===== config.mk =====
export PLATFORM = sky130hd
export DESIGN_NAME = gp_reg_sequencer
export DESIGN_NICKNAME = d
export VERILOG_FILES = /design/src/rtl/gp_seq_pkg.sv /design/src/rtl/gp_reg_sequencer.sv
export SDC_FILE = /design/constraint.sdc
export NUM_CORES = 1
export LEC_CHECK = 0
export CAP_MARGIN = 15
export CELL_PAD_IN_SITES_DETAIL_PLACEMENT = 1
export CELL_PAD_IN_SITES_GLOBAL_PLACEMENT = 1
export CORE_ASPECT_RATIO = 1.1
export CORE_MARGIN = 3
export CORE_UTILIZATION = 32
export DETAILED_ROUTE_END_ITERATION = 8
export GPL_ROUTABILITY_DRIVEN = 0
export PLACE_DENSITY_LB_ADDON = 0.25
export SYNTH_ARGS = -nofsm -noshare
export SYNTH_HDL_FRONTEND = slang
export SYNTH_SLANG_ARGS = --single-unit

===== constraint.sdc =====
create_clock -name clk -period 1.3 [get_ports clk]
set_input_delay 0.26 -clock clk [delete_from_list [all_inputs] [get_ports clk]]
set_output_delay 0.26 -clock clk [all_outputs]
set_load 0.05 [all_outputs]

===== src/rtl/gp_seq_pkg.sv =====
// Shared types for the general-purpose register-file sequencer:
// command opcodes, sequencer states and the register select width.
package gp_seq_pkg;

    localparam int REG_SEL_W = 3;

    typedef enum logic [1:0] {
        OP_MOV = 2'b00,
        OP_LDI = 2'b01,
        OP_SWP = 2'b10,
        OP_RD  = 2'b11
    } op_e;

    typedef enum logic [2:0] {
        ST_IDLE    = 3'd0,
        ST_READ_A  = 3'd1,
        ST_READ_B  = 3'd2,
        ST_WRITE_A = 3'd3,
        ST_WRITE_B = 3'd4
    } state_e;

endpackage


===== src/rtl/gp_reg_sequencer.sv =====
// Register-file bus initiator: turns MOV/LDI/SWP/RD commands into timed
// read (out_en) and write (write_en) phases on the register-file bus.
//
// state      | meaning
// -----------+----------------------------------------------------------
// ST_IDLE    | ready for a command; done/rd_valid pulse here after a command
// ST_READ_A  | out_en, sel=src, rdata captured into tmp_a (and rd_data for RD)
// ST_READ_B  | out_en, sel=dst, rdata captured into tmp_b (SWP only)
// ST_WRITE_A | write_en, sel=dst, wdata=imm (LDI) or tmp_a
// ST_WRITE_B | write_en, sel=src, wdata=tmp_b (SWP only)
module gp_reg_sequencer
    import gp_seq_pkg::*;
#(
    parameter int N     = 8,
    parameter int NREGS = 8
) (
    input  logic                 clk,
    input  logic                 rst_n,
    input  logic                 cmd_valid,
    output logic                 cmd_ready,
    input  logic [1:0]           cmd_op,
    input  logic [REG_SEL_W-1:0] cmd_src,
    input  logic [REG_SEL_W-1:0] cmd_dst,
    input  logic [N-1:0]         cmd_imm,
    output logic                 rf_write_en,
    output logic                 rf_out_en,
    output logic [REG_SEL_W-1:0] rf_sel,
    output logic [N-1:0]         rf_wdata,
    input  logic [N-1:0]         rf_rdata,
    output logic                 rd_valid,
    output logic [N-1:0]         rd_data,
    output logic                 busy,
    output logic                 done
);

    if (NREGS != (1 << REG_SEL_W)) begin : g_nregs_check
        $error("NREGS must match the fixed register select width");
    end

    state_e                 state_q, state_d;
    op_e                    op_q;
    logic [REG_SEL_W-1:0]   src_q, dst_q;
    logic [N-1:0]           imm_q, tmp_a_q, tmp_b_q, rd_data_q;
    logic                   done_q, rd_valid_q;
    logic                   accept;

    assign accept = cmd_valid && cmd_ready;

    always_ff @(posedge clk) begin
        if (!rst_n) begin
            state_q <= ST_IDLE;
        end else begin
            state_q <= state_d;
        end
    end

    always_comb begin
        state_d = state_q;
        unique case (state_q)
            ST_IDLE: begin
                if (accept) begin
                    state_d = (op_e'(cmd_op) == OP_LDI) ? ST_WRITE_A : ST_READ_A;
                end
            end
            ST_READ_A: begin
                unique case (op_q)
                    OP_MOV:  state_d = ST_WRITE_A;
                    OP_SWP:  state_d = ST_READ_B;
                    default: state_d = ST_IDLE;
                endcase
            end
            ST_READ_B:  state_d = ST_WRITE_A;
            ST_WRITE_A: state_d = (op_q == OP_SWP) ? ST_WRITE_B : ST_IDLE;
            ST_WRITE_B: state_d = ST_IDLE;
            default:    state_d = ST_IDLE;
        endcase
    end

    // Bus enables are gated by rst_n so a reset asserted mid-phase
    // suppresses that phase's write before the edge that commits it.
    always_comb begin
        cmd_ready   = 1'b0;
        busy        = 1'b1;
        rf_write_en = 1'b0;
        rf_out_en   = 1'b0;
        rf_sel      = '0;
        rf_wdata    = '0;
        unique case (state_q)
            ST_IDLE: begin
                cmd_ready = 1'b1;
                busy      = 1'b0;
            end
            ST_READ_A: begin
                rf_out_en = 1'b1;
                rf_sel    = src_q;
            end
            ST_READ_B: begin
                rf_out_en = 1'b1;
                rf_sel    = dst_q;
            end
            ST_WRITE_A: begin
                rf_write_en = 1'b1;
                rf_sel      = dst_q;
                rf_wdata    = (op_q == OP_LDI) ? imm_q : tmp_a_q;
            end
            ST_WRITE_B: begin
                rf_write_en = 1'b1;
                rf_sel      = src_q;
                rf_wdata    = tmp_b_q;
            end
            default: begin
                busy = 1'b1;
            end
        endcase
        if (!rst_n) begin
            cmd_ready   = 1'b0;
            rf_write_en = 1'b0;
            rf_out_en   = 1'b0;
        end
    end

    always_ff @(posedge clk) begin
        if (!rst_n) begin
            op_q       <= OP_MOV;
            src_q      <= '0;
            dst_q      <= '0;
            imm_q      <= '0;
            tmp_a_q    <= '0;
            tmp_b_q    <= '0;
            rd_data_q  <= '0;
            done_q     <= 1'b0;
            rd_valid_q <= 1'b0;
        end else begin
            if (accept) begin
                op_q  <= op_e'(cmd_op);
                src_q <= cmd_src;
                dst_q <= cmd_dst;
                imm_q <= cmd_imm;
            end
            if (state_q == ST_READ_A) begin
                tmp_a_q <= rf_rdata;
                if (op_q == OP_RD) begin
                    rd_data_q <= rf_rdata;
                end
            end
            if (state_q == ST_READ_B) begin
                tmp_b_q <= rf_rdata;
            end
            done_q     <= (state_q != ST_IDLE) && (state_d == ST_IDLE);
            rd_valid_q <= (state_q == ST_READ_A) && (op_q == OP_RD);
        end
    end

    assign done     = done_q;
    assign rd_valid = rd_valid_q;
    assign rd_data  = rd_data_q;

endmodule


Yosys cells after proc, flatten, opt, wreduce, memory -nomap -nowiden
Index checks and enable logic that the tools add are counted.
- equality and inequality tests: 8
- multiply operators: 0
- bitwise gates (word level): 0
- muxes and demuxes: 15
- div/mod/pow operators: 0
- shifts and indexed selects: 0
- order comparisons: 0
- reduce and logical (&&, ||, !) cells: 12
- add/subtract/negate cells: 0
- operators with widths (operator ; count):
    case mux 8 bit (2 select lines) ; 1
    case mux 3 bit (4 select lines) ; 1
    two-way mux 8 bit ; 1
    OR reduction 2 bit ; 4
    two-way mux 1 bit ; 7
    equality test 3 x 2 -> 1 bit (second input constant) ; 2
    zero test 3 bit ; 2
    two-way mux 3 bit ; 2
    case mux 3 bit (2 select lines) ; 1
    equality test 2 x 1 -> 1 bit (second input constant) ; 2
    equality test 2 bit (second input constant) ; 2
    case mux 2 bit (2 select lines) ; 1
    equality test 3 x 1 -> 1 bit (second input constant) ; 1
    equality test 3 bit (second input constant) ; 1
    logical AND 1 bit ; 3
    nonzero test 3 bit ; 1
    zero test 2 bit ; 1
    two-way mux 2 bit ; 1
    AND reduction 2 bit ; 1
- bits in writable memories: 0
- bits in read-only memories: 0
- output and inout port bits: 25
- register bits after elaboration: 45
- input port bits: 27
- memories: 0
- latch bits: 0

Logic depth before layout (Yosys ltp)
- word-level depth: 8
- gate-level depth with buffers: 6
- mapped depth without buffers: 3

Worst setup path after synthesis
OpenSTA, ideal clock, no wires.
- kind: register to output
- start: register state_q[2]
- end: output port rf_wdata[0]
- required time: 1.040 ns
- path buffers: 1
- stages on the path, launching flop included: 5
- arrival: 1.953 ns
- slack: -0.913 ns
- cells stage by stage: dfxtp_1 buf_2 and2b_1 nand2_1 o21ai_0
- cells in the longest elaborated chain, start to end: 2
- RTL lines (item ; line ; RTL):
    start: declaration ; gp_reg_sequencer.sv:40 ; state_e state_q, state_d;
    start signal: assignment ; gp_reg_sequencer.sv:53 ; state_q <= state_d;
    equality test 3 bit / equality test 3 x 2 -> 1 bit (equally long branches) ; gp_reg_sequencer.sv:88 ; unique case (state_q)
    case mux 8 bit (2 select lines) * ; gp_reg_sequencer.sv:88 ;
    end: declaration ; gp_reg_sequencer.sv:28 ; output logic [N-1:0] rf_wdata,
Every way passes the cells marked *; elsewhere a longest branch is shown, timed or not.

Worst setup path after layout
- start: register state_q[1]
- end: output port rf_wdata[0]
The elaborated chain is that of the path after synthesis.

==> impl_metrics.ini <==
[synth]
synth-simple-area-share_pct = 23.6
synth_fa_ha_area_share_pct = 0
synth-compound-area-share_pct = 9.78
ys_ff_latch = 45
synth_top_family_by_area = simple AND/OR/NAND/NOR gates
netlist-cell-type-count = 27
ys_seq_area_share_pct = 45.1
synth_xor_area_share_pct = 0.439
synth_cells = 223
synth_mux_area_share_pct = 16.1
async_reset_ff_share_pct = 0
synthFlopType = dfxtp_1
synth_edf_count = 0
netlist_area_um2 = 2000
syn-num-nets = 250
synth.avg_cell_area_um2 = 8.95
yosys_warnings = 0

[placed_design]
dpl.hpwl_um = 4260
place_inst = 366
placed_area_um2 = 3190
portBuffers = 51
dp_slack_ns = -0.218

[power_and_ir_drop]
pwr_density_cell_nw_per_um2 = 1050
internal_power_mw = 2.59
power_mw = 3.75
p_leak_nw = 1.36
swShare_pct = 30.9
combPwrFrac_pct = 31.9
seq_power_share_pct = 42.4
p_clk_share_pct = 25.7
ir_drop_mv = 0.829
p_switching_mw = 1.16

[sta]
hold_violations = 0
min_period_over_period_pct = 138
fmax_mhz = 556
tns_ns = -11.84
clock_skew_ns = 0.00170
slew_headroom_pct = 83.9
fin_crit_ns = 1.80
drv_slew = 0
worst_pin_slew_ns = 0.236
timing.final.ws_setup_ns = -0.500
holdWs_ns = 0.381
rsz0062_at_grt = true
setup_viol = 58

[die]
die_w_um = 81.3
num_rows = 29
die-area_um2 = 7220
ioPinCount = 52
die_y_um = 88.8
initial_core_util_pct = 33.7
coreArea_um2 = 5910

[cells_and_area]
drive_above_1_share_pct = 39.6
n_antenna_cell = 0
multi_input_area_um2 = 1310
fin_util_pct = 60.2
fin_area_um2 = 3560
area_growth_pct = 78.5
fillCellCount = 648
layout.nets = 329
layoutNonFillerInstCount = 380
ff_latch_area_um2 = 911

[global_route]
gr-total-overflow = 0
grt_pass1_wl_um = 10100
grt_pass1_vias = 2011
grt_use_total_pct = 18.8
antenna_found_initial = 0
grt_max_degree = 46

[setup_path]
crit_required_ns = 1.04
path_max_fanout = 5
crit_start = state_q[1]
crit_type = reg2out
arrival_ns = 1.54
cp-start-kind = flip-flop
endpoint_kind = primary output
worstReg2RegStart = state_q[1]

[worst_hold_path]
hold_start = rst_n
min_path_type = in2reg

[detailed_routing]
wl_um = 6340
viasPerCell = 4.86
drc = 0
drt_iter0_drc = 36
first_pass_iters = 4
postRouteAntennaNets = 0
vias = 1848
wire_per_inst_um = 16.7

[clock_tree]
numClockSinks = 45
cts-htree-levels = 2
insertion_delay_ns = 0.30
clock_path_buffers = 2
root_buffer = clkbuf_8
path_clk_slew_ns = 0.08
cts_made_buffers = 5
cts_tree = built

[run_status]
outcome = finished with violations
violations = negative setup slack

[flow_run]
cap_violations = 0
==> flip-flops by register name, summed over array words and instances (netlist names) <==
signal    flops
rd_valid      1
state_q       3
op_q          2
dst_q         3
tmp_a_q       8
rd_data       8
imm_q         8
tmp_b_q       8
src_q         3
done          1
==> power by group through the flow <==
stage,clock network [mW],registers (mW),logic (mW)
3_5_place_dp,0,1.58,1.04
2_1_floorplan,0,1.57,0.591
4_1_cts,0.985,1.58,1.13
5_1_grt,1.05,1.60,1.28
6_report,0.964,1.59,1.20
3_3_place_gp,0,1.57,1.02
==> what timing repair did <==
| action | 4_1_cts | 5_1_grt |
|---|---|---|
| setup endpoints to repair | 58 | 58 |
| setup buffers | 1 | 4 |
| pin swaps | 8 | 5 |
| hold buffers | 0 | 0 |
| hold endpoints to repair | 0 | 0 |
| resized for setup | 38 | 16 |
| gates cloned | 1 | 0 |
==> cell usage in the layout (no fill, tap or decap), drive strengths merged, types with 2 or more instances in the layout <==
master          n
buf            64
dfxtp          45
nand2          42
mux2i          32
clkdlybuf4s50  25
o21ai          25
nor2b          20
nand3          16
clkbuf          7
and2            4
nor3b           3
a22o            3
o21a            3
nor3            2
nor2            2
==> Yosys cell counts (all sizes together), types with 2 or more instances <==
| cell | number | area, um2 |
|---|---|---|
| nor2 | 2 | 7.51 |
| buf | 12 | 72.6 |
| o21a | 3 | 22.5 |
| nand2 | 41 | 154 |
| and2 | 4 | 25.0 |
| nor3 | 2 | 15.0 |
| a22o | 3 | 26.3 |
| nor2b | 20 | 125 |
| nor3b | 3 | 32.5 |
| nand3 | 16 | 80.1 |
| clkbuf | 6 | 22.5 |
| o21ai | 25 | 125 |
| mux2i | 32 | 320 |
| dfxtp | 45 | 901 |
==> critical path, cell delays in order, from the launching register on <==
cell and delay [ns]:
dfxtp_2 0.35, buf_6 0.13, nor3b_4 0.27, buf_6 0.21, nand2_4 0.06, o21ai_4 0.07, buf_12 0.15
==> per-layer routing <==
layer  part of all wire [%]  GRT usage (%)  vias up
li1                       -              -      916
met1                     43           21.6      884
met2                     52           33.3       41
met3                    3.3           4.79        7
met4                    1.5           6.76        0
met5                      0              0        -
==> logic make-up (layout without fill, tap and decap cells) <==
logic type | count (synthesis) | count (layout)
AOI/OAI and AO/OA | 34 | 34
xor gates and xnor gates | 1 | 1
buffers and inverters | 19 | 98
DFF | 45 | 45
muxes | 32 | 32
and+or+nand+nor | 92 | 93
==> cell type report <==
cell class / instances / area share, %
Clock buffer: 7 / 2.70
Clock inverter: 1 / 0.140
Inverter: 1 / 0.211
Multi-Input combinational cell: 160 / 36.9
Sequential cell: 45 / 25.6
Tap cell: 77 / 2.70
Timing Repair Buffer: 89 / 31.8
==> worst paths after layout <==
kind | end | slack (ns) | depth (start not counted)
setup / recovery | rf_wdata[0] | -0.50 | 6
hold / removal | done | 0.38 | 3
setup reg to reg | state_q[0] | -0.23 | 6
hold reg to reg | src_q[0] | 0.46 | 2
No activity file was read; power rests on OpenSTA's default activity.
